--- src/rtl/audio_pkg.sv ---
// audio_pkg: shared definitions for the sample buffer arbiter.
//   DEF_ADDR_W / DEF_DATA_W : default frame index width and sample width
//   FRAME_LEN               : samples per ping-pong bank
//   grant_e                 : which side won the last RAM contention
package audio_pkg;

  localparam int DEF_ADDR_W = 10;
  localparam int DEF_DATA_W = 16;
  localparam int FRAME_LEN  = 1 << DEF_ADDR_W;

  typedef enum logic {
    GRANT_WR = 1'b0,
    GRANT_RD = 1'b1
  } grant_e;

  // Winner of a contention cycle: the side that did not win the previous one.
  function automatic grant_e rr_winner(input grant_e last_grant);
    return (last_grant == GRANT_RD) ? GRANT_WR : GRANT_RD;
  endfunction

endpackage

--- src/rtl/sample_buffer_arbiter_if.sv ---
// sample_buffer_arbiter_if: bundles the writer stream, FFT read port,
// frame handshake and RAM port of the sample buffer arbiter.
//   slave  : view of the arbiter (consumes requests, drives grants and RAM)
//   master : view of the surrounding system (writer, FFT and RAM model)
interface sample_buffer_arbiter_if #(
  parameter int ADDR_W = 10,
  parameter int DATA_W = 16
);

  // writer
  logic              wr_valid;
  logic [DATA_W-1:0] wr_data;
  logic              wr_ready;
  // FFT reader
  logic              rd_req;
  logic [ADDR_W-1:0] rd_addr;
  logic              rd_grant;
  logic              rd_valid;
  logic [DATA_W-1:0] rd_data;
  // frame handshake / status
  logic              frame_ready;
  logic              frame_ack;
  logic              overflow;
  // single-port RAM
  logic              mem_en;
  logic              mem_we;
  logic [ADDR_W:0]   mem_addr;
  logic [DATA_W-1:0] mem_wdata;
  logic [DATA_W-1:0] mem_rdata;

  modport slave (
    input  wr_valid, wr_data, rd_req, rd_addr, frame_ack, mem_rdata,
    output wr_ready, rd_grant, rd_valid, rd_data, frame_ready, overflow,
           mem_en, mem_we, mem_addr, mem_wdata
  );

  modport master (
    output wr_valid, wr_data, rd_req, rd_addr, frame_ack, mem_rdata,
    input  wr_ready, rd_grant, rd_valid, rd_data, frame_ready, overflow,
           mem_en, mem_we, mem_addr, mem_wdata
  );

endinterface

--- src/rtl/sample_buffer_arbiter_rr_arbiter2.sv ---
// rr_arbiter2: two-requester round-robin arbiter (writer vs reader).
//   clk, reset     : clock, asynchronous active-high reset
//   req_wr, req_rd : requests from writer and (eligible) reader
//   gnt_wr, gnt_rd : one-hot-or-zero grants, combinational in the cycle
// A lone requester is always granted. On contention the side that lost the
// previous contention wins; last_grant_reg only moves on contention cycles.
module rr_arbiter2
  import audio_pkg::*;
(
  input  logic clk,
  input  logic reset,
  input  logic req_wr,
  input  logic req_rd,
  output logic gnt_wr,
  output logic gnt_rd
);

  grant_e last_grant_reg;
  grant_e winner;
  logic   contention;

  assign contention = req_wr & req_rd;
  assign winner     = rr_winner(last_grant_reg);

  always_comb begin
    gnt_wr = 1'b0;
    gnt_rd = 1'b0;
    if (contention) begin
      gnt_wr = (winner == GRANT_WR);
      gnt_rd = (winner == GRANT_RD);
    end else begin
      gnt_wr = req_wr;
      gnt_rd = req_rd;
    end
  end

  // Reset to GRANT_RD so the writer wins the first contention.
  always_ff @(posedge clk or posedge reset) begin
    if (reset) begin
      last_grant_reg <= GRANT_RD;
    end else if (contention) begin
      last_grant_reg <= winner;
    end
  end

endmodule

--- src/rtl/sample_buffer_arbiter.sv ---
// sample_buffer_arbiter: shares one single-port sample RAM between the audio
// capture writer and the FFT reader using two ping-pong banks.
//   clk, reset : clock, asynchronous active-high reset
//   bus        : sample_buffer_arbiter_if.slave
//     wr_valid/wr_data/wr_ready         writer handshake
//     rd_req/rd_addr/rd_grant           FFT read request into the ready bank
//     rd_valid/rd_data                  read return, one cycle after rd_grant
//     frame_ready/frame_ack             complete frame available / released
//     overflow                          sticky: a frame was dropped
//     mem_en/we/addr/wdata/rdata        RAM port, addr = {bank, index}
// The writer fills bank wr_bank while the reader sees bank ~wr_bank.
module sample_buffer_arbiter
  import audio_pkg::*;
#(
  parameter int ADDR_W = DEF_ADDR_W,
  parameter int DATA_W = DEF_DATA_W
) (
  input  logic                    clk,
  input  logic                    reset,
  sample_buffer_arbiter_if.slave  bus
);

  logic              wr_bank_reg, wr_bank_next;
  logic [ADDR_W-1:0] wr_idx_reg, wr_idx_next;
  logic              frame_ready_reg, frame_ready_next;
  logic              overflow_reg, overflow_next;
  logic              rd_valid_reg;

  logic req_wr, req_rd;
  logic gnt_wr, gnt_rd;
  logic last_write;

  // Requests are masked while reset is held so every output reads 0.
  // Reads are only eligible while a complete frame is available.
  assign req_wr = bus.wr_valid & ~reset;
  assign req_rd = bus.rd_req & frame_ready_reg & ~reset;

  rr_arbiter2 u_arb (
    .clk    (clk),
    .reset  (reset),
    .req_wr (req_wr),
    .req_rd (req_rd),
    .gnt_wr (gnt_wr),
    .gnt_rd (gnt_rd)
  );

  assign last_write = gnt_wr && (wr_idx_reg == {ADDR_W{1'b1}});

  // RAM port and handshake outputs
  assign bus.wr_ready  = gnt_wr;
  assign bus.rd_grant  = gnt_rd;
  assign bus.mem_en    = gnt_wr | gnt_rd;
  assign bus.mem_we    = gnt_wr;
  assign bus.mem_addr  = gnt_wr ? {wr_bank_reg, wr_idx_reg} :
                         gnt_rd ? {~wr_bank_reg, bus.rd_addr} : '0;
  assign bus.mem_wdata = gnt_wr ? bus.wr_data : '0;

  // Read data passes straight through; only the data path touches mem_rdata.
  assign bus.rd_valid    = rd_valid_reg;
  assign bus.rd_data     = rd_valid_reg ? bus.mem_rdata : '0;
  assign bus.frame_ready = frame_ready_reg;
  assign bus.overflow    = overflow_reg;

  // Bank/index control. On the last write of a frame the bank swaps only if
  // the reader has released (or is releasing) its bank; otherwise the frame
  // is dropped and the same bank is refilled from index 0.
  always_comb begin
    wr_bank_next     = wr_bank_reg;
    wr_idx_next      = wr_idx_reg;
    frame_ready_next = frame_ready_reg;
    overflow_next    = overflow_reg;

    if (gnt_wr) begin
      wr_idx_next = wr_idx_reg + 1'b1;
    end

    if (last_write) begin
      if (!frame_ready_reg || bus.frame_ack) begin
        wr_bank_next     = ~wr_bank_reg;
        frame_ready_next = 1'b1;
      end else begin
        overflow_next = 1'b1;
      end
    end else if (bus.frame_ack) begin
      frame_ready_next = 1'b0;
    end
  end

  always_ff @(posedge clk or posedge reset) begin
    if (reset) begin
      wr_bank_reg     <= 1'b0;
      wr_idx_reg      <= '0;
      frame_ready_reg <= 1'b0;
      overflow_reg    <= 1'b0;
      rd_valid_reg    <= 1'b0;
    end else begin
      wr_bank_reg     <= wr_bank_next;
      wr_idx_reg      <= wr_idx_next;
      frame_ready_reg <= frame_ready_next;
      overflow_reg    <= overflow_next;
      rd_valid_reg    <= gnt_rd;
    end
  end

endmodule

--- src/flat_wrapper.sv ---
// flat-port wrapper written by rule: the top's interface ports become plain ports
module sample_buffer_arbiter_flat import audio_pkg::*;
#(
  parameter int ADDR_W = DEF_ADDR_W,
  parameter int DATA_W = DEF_DATA_W
)
  (clk, reset, bus_wr_valid, bus_wr_data, bus_rd_req, bus_rd_addr, bus_frame_ack, bus_mem_rdata, bus_wr_ready, bus_rd_grant, bus_rd_valid, bus_rd_data, bus_frame_ready, bus_overflow, bus_mem_en, bus_mem_we, bus_mem_addr, bus_mem_wdata);
  sample_buffer_arbiter_if #(.ADDR_W(ADDR_W), .DATA_W(DATA_W)) bus_i ();
  input  logic clk;
  input  logic reset;
  input wire logic [$bits(bus_i.wr_valid)-1:0] bus_wr_valid;
  input wire logic [$bits(bus_i.wr_data)-1:0] bus_wr_data;
  input wire logic [$bits(bus_i.rd_req)-1:0] bus_rd_req;
  input wire logic [$bits(bus_i.rd_addr)-1:0] bus_rd_addr;
  input wire logic [$bits(bus_i.frame_ack)-1:0] bus_frame_ack;
  input wire logic [$bits(bus_i.mem_rdata)-1:0] bus_mem_rdata;
  output wire logic [$bits(bus_i.wr_ready)-1:0] bus_wr_ready;
  output wire logic [$bits(bus_i.rd_grant)-1:0] bus_rd_grant;
  output wire logic [$bits(bus_i.rd_valid)-1:0] bus_rd_valid;
  output wire logic [$bits(bus_i.rd_data)-1:0] bus_rd_data;
  output wire logic [$bits(bus_i.frame_ready)-1:0] bus_frame_ready;
  output wire logic [$bits(bus_i.overflow)-1:0] bus_overflow;
  output wire logic [$bits(bus_i.mem_en)-1:0] bus_mem_en;
  output wire logic [$bits(bus_i.mem_we)-1:0] bus_mem_we;
  output wire logic [$bits(bus_i.mem_addr)-1:0] bus_mem_addr;
  output wire logic [$bits(bus_i.mem_wdata)-1:0] bus_mem_wdata;
  assign bus_i.wr_valid = bus_wr_valid;
  assign bus_i.wr_data = bus_wr_data;
  assign bus_i.rd_req = bus_rd_req;
  assign bus_i.rd_addr = bus_rd_addr;
  assign bus_i.frame_ack = bus_frame_ack;
  assign bus_i.mem_rdata = bus_mem_rdata;
  assign bus_wr_ready = bus_i.wr_ready;
  assign bus_rd_grant = bus_i.rd_grant;
  assign bus_rd_valid = bus_i.rd_valid;
  assign bus_rd_data = bus_i.rd_data;
  assign bus_frame_ready = bus_i.frame_ready;
  assign bus_overflow = bus_i.overflow;
  assign bus_mem_en = bus_i.mem_en;
  assign bus_mem_we = bus_i.mem_we;
  assign bus_mem_addr = bus_i.mem_addr;
  assign bus_mem_wdata = bus_i.mem_wdata;
  sample_buffer_arbiter #(.ADDR_W(ADDR_W), .DATA_W(DATA_W)) u_core (.clk(clk), .reset(reset), .bus(bus_i));
endmodule
--- config.mk ---
export PLATFORM = sky130hd
export DESIGN_NAME = sample_buffer_arbiter_flat
export DESIGN_NICKNAME = d
export VERILOG_FILES = /design/src/rtl/audio_pkg.sv /design/src/rtl/sample_buffer_arbiter_if.sv /design/src/rtl/sample_buffer_arbiter_rr_arbiter2.sv /design/src/rtl/sample_buffer_arbiter.sv /design/src/flat_wrapper.sv
export SDC_FILE = /design/constraint.sdc
export NUM_CORES = 1
export LEC_CHECK = 0
export BUFFER_PORTS_ARGS = -buffer_cell sky130_fd_sc_hd__buf_2
export CAP_MARGIN = 15
export CORE_ASPECT_RATIO = 1.75
export CORE_UTILIZATION = 33
export DETAILED_ROUTE_END_ITERATION = 7
export HOLD_SLACK_MARGIN = 0.1
export MAX_ROUTING_LAYER = met4
export PLACE_DENSITY = 0.82
export SYNTH_ARGS = -nofsm -noshare
export SYNTH_HDL_FRONTEND = slang
export SYNTH_SLANG_ARGS = --single-unit
--- constraint.sdc ---
create_clock -name clk -period 1.3 [get_ports clk]
set_clock_uncertainty 0.05 [all_clocks]
set_input_delay 0.13 -clock clk [delete_from_list [all_inputs] [get_ports clk]]
set_output_delay 0.13 -clock clk [all_outputs]
set_load 0.02 [all_outputs]
Word level (Yosys, flattened, before mapping)
Index checks and enable logic that the tools add are counted.

Bits in registers: 15. Bits of input ports: 47. Output and inout port bits: 50. Word-level logic and storage cells: 34.

Add/sub/neg operators: 1. Eq/ne operators: 2. Muxes and demuxes: 10. Bitwise gates (word level): 8. Reduce and logical (&&, ||, !) cells: 7.

Operators with widths (number): two-way mux 16 bit (2); two-way mux 11 bit (2); adder 10 x 1 -> 10 bit, second input constant (1); == test 10 bit, second input constant (1); two-way mux 1 bit (6); AND reduction 2 bit (3); AND 1 bit (4); inverter 1 bit (3); != test 2 bit, second input constant (1); nonzero test 2 bit (1); logical AND 1 bit (1); zero test 1 bit (1); logical OR 1 bit (1); OR 1 bit (1).

Logic depth before layout (Yosys ltp)
Depth in word-level cells: 7. Depth in mapped cells: 6. Gate-level depth less buffers: 5.

Modules after synthesis
Synthesis repeated with hierarchy kept, for this count alone.

Cell total of the unflattened synthesis: 109. Area, all modules: 1042.2 um^2.

Modules (own cells, without submodules): sample_buffer_arbiter (times used 1, cells an instance 102, area an instance 980.9 um^2, sequential area each 350.3 um^2); rr_arbiter2 (times used 1, cells an instance 7, area an instance 61.3 um^2, sequential area each 26.3 um^2).

Worst setup path after synthesis
No wires, ideal clock.

Kind: flip-flop to output port. Start: reg u_core.frame_ready_reg, in the netlist u_core.bus.frame_ready. End: out bus_mem_addr[1]. Arrival time: 1.446 ns. Required time: 1.120 ns. Setup slack: -0.326 ns. Stages on the path, launching flop included: 5. Buffers on the path: 1. Cell sequence: dfrtp_1 -> nand2_1 -> a211oi_1 -> buf_2 -> a22o_1.

Longest elaborated chain between the ends: 6. Elaborated cells between the ends (all ways): 7. Those cells by class: mux: 4; bitwise: 3.

Ends and longest elaborated chain: start, declared (RTL line sample_buffer_arbiter.sv:25) `logic frame_ready_reg, frame_ready_next;`; start signal, assigned (RTL line sample_buffer_arbiter.sv:99) `frame_ready_reg <= frame_ready_next;`; AND 1 bit * (2 in a row) (RTL line sample_buffer_arbiter.sv:36) `assign req_rd = bus.rd_req & frame_ready_reg & ~reset;`; AND 1 bit (RTL line sample_buffer_arbiter_rr_arbiter2.sv:22) `assign contention = req_wr & req_rd;`; two-way mux 1 bit * (RTL line sample_buffer_arbiter_rr_arbiter2.sv:28) `if (contention) begin`; via bus_rd_grant (RTL line flat_wrapper.sv:18) `output wire logic [$bits(bus_i.rd_grant)-1:0] bus_rd_grant;`; two-way mux 11 bit * (RTL line sample_buffer_arbiter.sv:55) `gnt_rd ? {~wr_bank_reg, bus.rd_addr} : '0;`; two-way mux 11 bit * (RTL line sample_buffer_arbiter.sv:54) `assign bus.mem_addr = gnt_wr ? {wr_bank_reg, wr_idx_reg} :`; end, declared (RTL line flat_wrapper.sv:25) `output wire logic [$bits(bus_i.mem_addr)-1:0] bus_mem_addr;`.

Mark *: on every way through the listed nets, which the timed path passes. The rest lies on a longest branch.

Final worst setup path
Start: reg u_core.u_arb.last_grant_reg. End: out bus_mem_addr[6].

Longest elaborated chain between the ends: 4. Elaborated cells between the ends (all ways): 5. Those cells by class: mux: 5.

Ends and longest elaborated chain: start, declared (RTL line sample_buffer_arbiter_rr_arbiter2.sv:18) `grant_e last_grant_reg;`; start signal, assigned (RTL line sample_buffer_arbiter_rr_arbiter2.sv:42) `last_grant_reg <= winner;`; two-way mux 1 bit (RTL line audio_pkg.sv:18) `return (last_grant == GRANT_RD) ? GRANT_WR : GRANT_RD;`; two-way mux 1 bit (RTL line sample_buffer_arbiter_rr_arbiter2.sv:28); two-way mux 11 bit (RTL line sample_buffer_arbiter.sv:55); two-way mux 11 bit * (RTL line sample_buffer_arbiter.sv:54).

Mark *: on every way between the ends. The rest lies on a longest branch, timed or not.

==> qor.csv <==
metric,value,unit
crit_fanout,6,
hold_slack,0.2778,ns
avgSynthCellArea,9.105,um^2
drv_slew,0,
total_leakage_power,1.238,nW
multiInputGateArea,825.8,um^2
dp_slack,-0.1833,ns
numPortBuffers,96,
synth-seq-cells,15,
first_iter_violations,53,
rr_endpoint,u_core.wr_idx_reg[7],
grt_pass1_vias,1303,
ir_worst_vdd,832.4,uV
drv_cap,0,
grt_max_degree,18,
fp.dieH,75.54,um
gr-total-overflow,0,
cts.path.max_buffers,2,
via_count,1432,
violations,"DRC, setup timing",
n_antenna_cell,0,
period_share,134.5,%
rows,26,
nets,286,
clk_pin_slew,0.06,ns
endpoint,bus_mem_addr[6],
syn_area,0.001020,mm^2
syn_nets,160,
synthFlopType,dfrtp_1,
worstPathRequired,1.12,ns
startpoint_type,register,
wire_per_inst,18.39,um
yosys_warnings,0,
synthTopCellsByArea,"dfrtp_1 34%, and2_1 9.8%, and3_1 9.8%, a22o_1 6.9%, xnor2_1 5.2%",
antenna_found_initial,0,
power_switching_share,35.61,%
ff_latch_area,379.1,um^2
synthTopCellsByCount,"16 x and2_1, 16 x and3_1, 14 x dfrtp_1",
tightest_slew,0.3213,ns
cts-root-buf,clkbuf_8,
firstDrtPassIters,8,
ff2ff_path_depth,6,
n_fill_cell,180,
cts_made_buffers,3,
die_area,0.003325,mm^2
post-route-drc-count,13,
async_flop_share,100.0,%
switchingPower,641.3,uW
synth_top_area_cell,dfrtp_1,
fp.dieW,44.02,um
synth_top_area_share,34.36,%
power.density,786.2,mW/mm^2
cts_tree,yes,
intPower,1.160,mW
crit_start,u_core.u_arb.last_grant_reg,
yosysUniqueCellTypes,29,
dp_hpwl,3105,um
rsz0062_at_grt,true,
cts.htree.levels,1,
netlist_instances,112,
grt_pass1_wl,5975,um
grt_usage,26.01,%
r2r_slack,-0.43,ns
finalHoldViolations,0,
status,"finished, violations left",
ant_nets,0,
arrival,1.57,ns
synth-edff-count,0,
numClockSinks,15,
pin_count,97,
hp-class,in2reg,
p_total,1.801,mW
final_layout_size_suffix_gt1_share,74.68,%
syn_to_final_growth,124.7,%
p_clk_share,21.4,%
drt-total-wl,4874,um
setup_ws,-0.4485,ns
core_area,0.002928,mm^2
ys_seq_area_share,36.93,%
crit_type,reg2out,
period_minus_slack,1.749,ns
setup_violations,44,
max-slew-margin-rel,78.51,%
globalplace.congestion,0.9157,
pwr-share-comb,43.4,%
endpoint_kind,primary output,
start_util,34.83,%
p_seq_share,35.2,%
regToRegStartpoint,u_core.u_arb.last_grant_reg,
fmax,571.9,MHz
largest_reg_flops,10,
viasPerCell,5.404,
clkLatencyLatePin,0.25,ns
## layout make-up
class	instances	area share, %
Clock inverter	1	0.2185
Multi-Input combinational cell	87	36.05
Tap cell	28	1.529
Inverter	2	0.4369
Timing Repair Buffer	129	43.42
Clock buffer	3	1.802
Sequential cell	15	16.55
## cells by family (layout without fill, tap and decap cells)
family          Yosys count  in the layout  share of synthesized area [%]
buf+inv                  10            135                          5.153
mux                       1              1                          1.104
xor+xnor                 11             11                          9.448
compound gates           12             12                          10.43
fa+ha+maj                 1              1                          1.227
simple gates             62             62                          35.71
flops                    15             15                          36.93
## critical path, cell delays in order, from the launching register on
cell	delay (ns)
dfstp_2	0.37
nand3b_1	0.21
nand2_2	0.15
inv_4	0.07
clkbuf_16	0.16
a22o_4	0.24
buf_6	0.13
## stage by stage
stage               instance area [um^2]  std cells  utilization (%)  TNS [ns]
floorplan                           1184        112                -    -2.075
global placement                    1803        250            61.58    -3.711
detailed placement                  1803        250            61.58    -4.682
CTS                                 2157        260            73.68    -12.88
global route                        2291        265            78.25    -18.65
finish                              2291        265            78.25    -15.81
## what timing repair did
action                                  CTS  global route
pin swaps                                22            13
resized for setup                        72            24
hold buffers                              2             0
gates cloned                              1             1
endpoints found under the hold margin    15             0
endpoints found under the setup margin   57            44
buffers inserted                          3             4
## power by group through the flow
stage / clock network (mW) / logic, mW / registers (mW)
after detailed placement: 0 / 0.602 / 0.617
after floorplan: 0 / 0.281 / 0.642
after global routing: 0.421 / 0.828 / 0.642
after global placement: 0 / 0.591 / 0.612
after CTS: 0.389 / 0.688 / 0.622
final: 0.386 / 0.781 / 0.634
## routing by layer
layer,share of wire (%),track usage [%]
met1,35,28.74
met2,53,46.08
met3,9.0,2.607
met4,3.3,11.78
met5,0,-
## worst min-delay path by stage
| stage | startpoint | end | slack [ns] | cells after the start |
|---|---|---|---|---|
| CTS | reset | u_core.bus.rd_valid | 0.26 | 4 |
| floorplan | reset | u_core.bus.overflow | -0.02 | 1 |
| global route | reset | u_core.bus.rd_valid | 0.28 | 4 |
| finish | reset | u_core.bus.rd_valid | 0.28 | 4 |
| detailed placement | reset | u_core.wr_idx_reg[8] | 0.10 | 3 |
| global placement | reset | u_core.wr_idx_reg[8] | 0.1 | 3 |
## cell usage in the layout, fill, tap and decap left out, drive strengths merged, types with 2 or more instances in the layout
master,instances
nand3,3
buf,126
xor2,5
inv,2
and4,2
nor2,2
dfrtp,14
and3,16
nor3,2
xnor2,6
and2b,2
a22o,9
dlygate4sd3,2
nand4,4
and2,16
clkbuf,4
nand2,12
(Power assumes the default switching activity.)
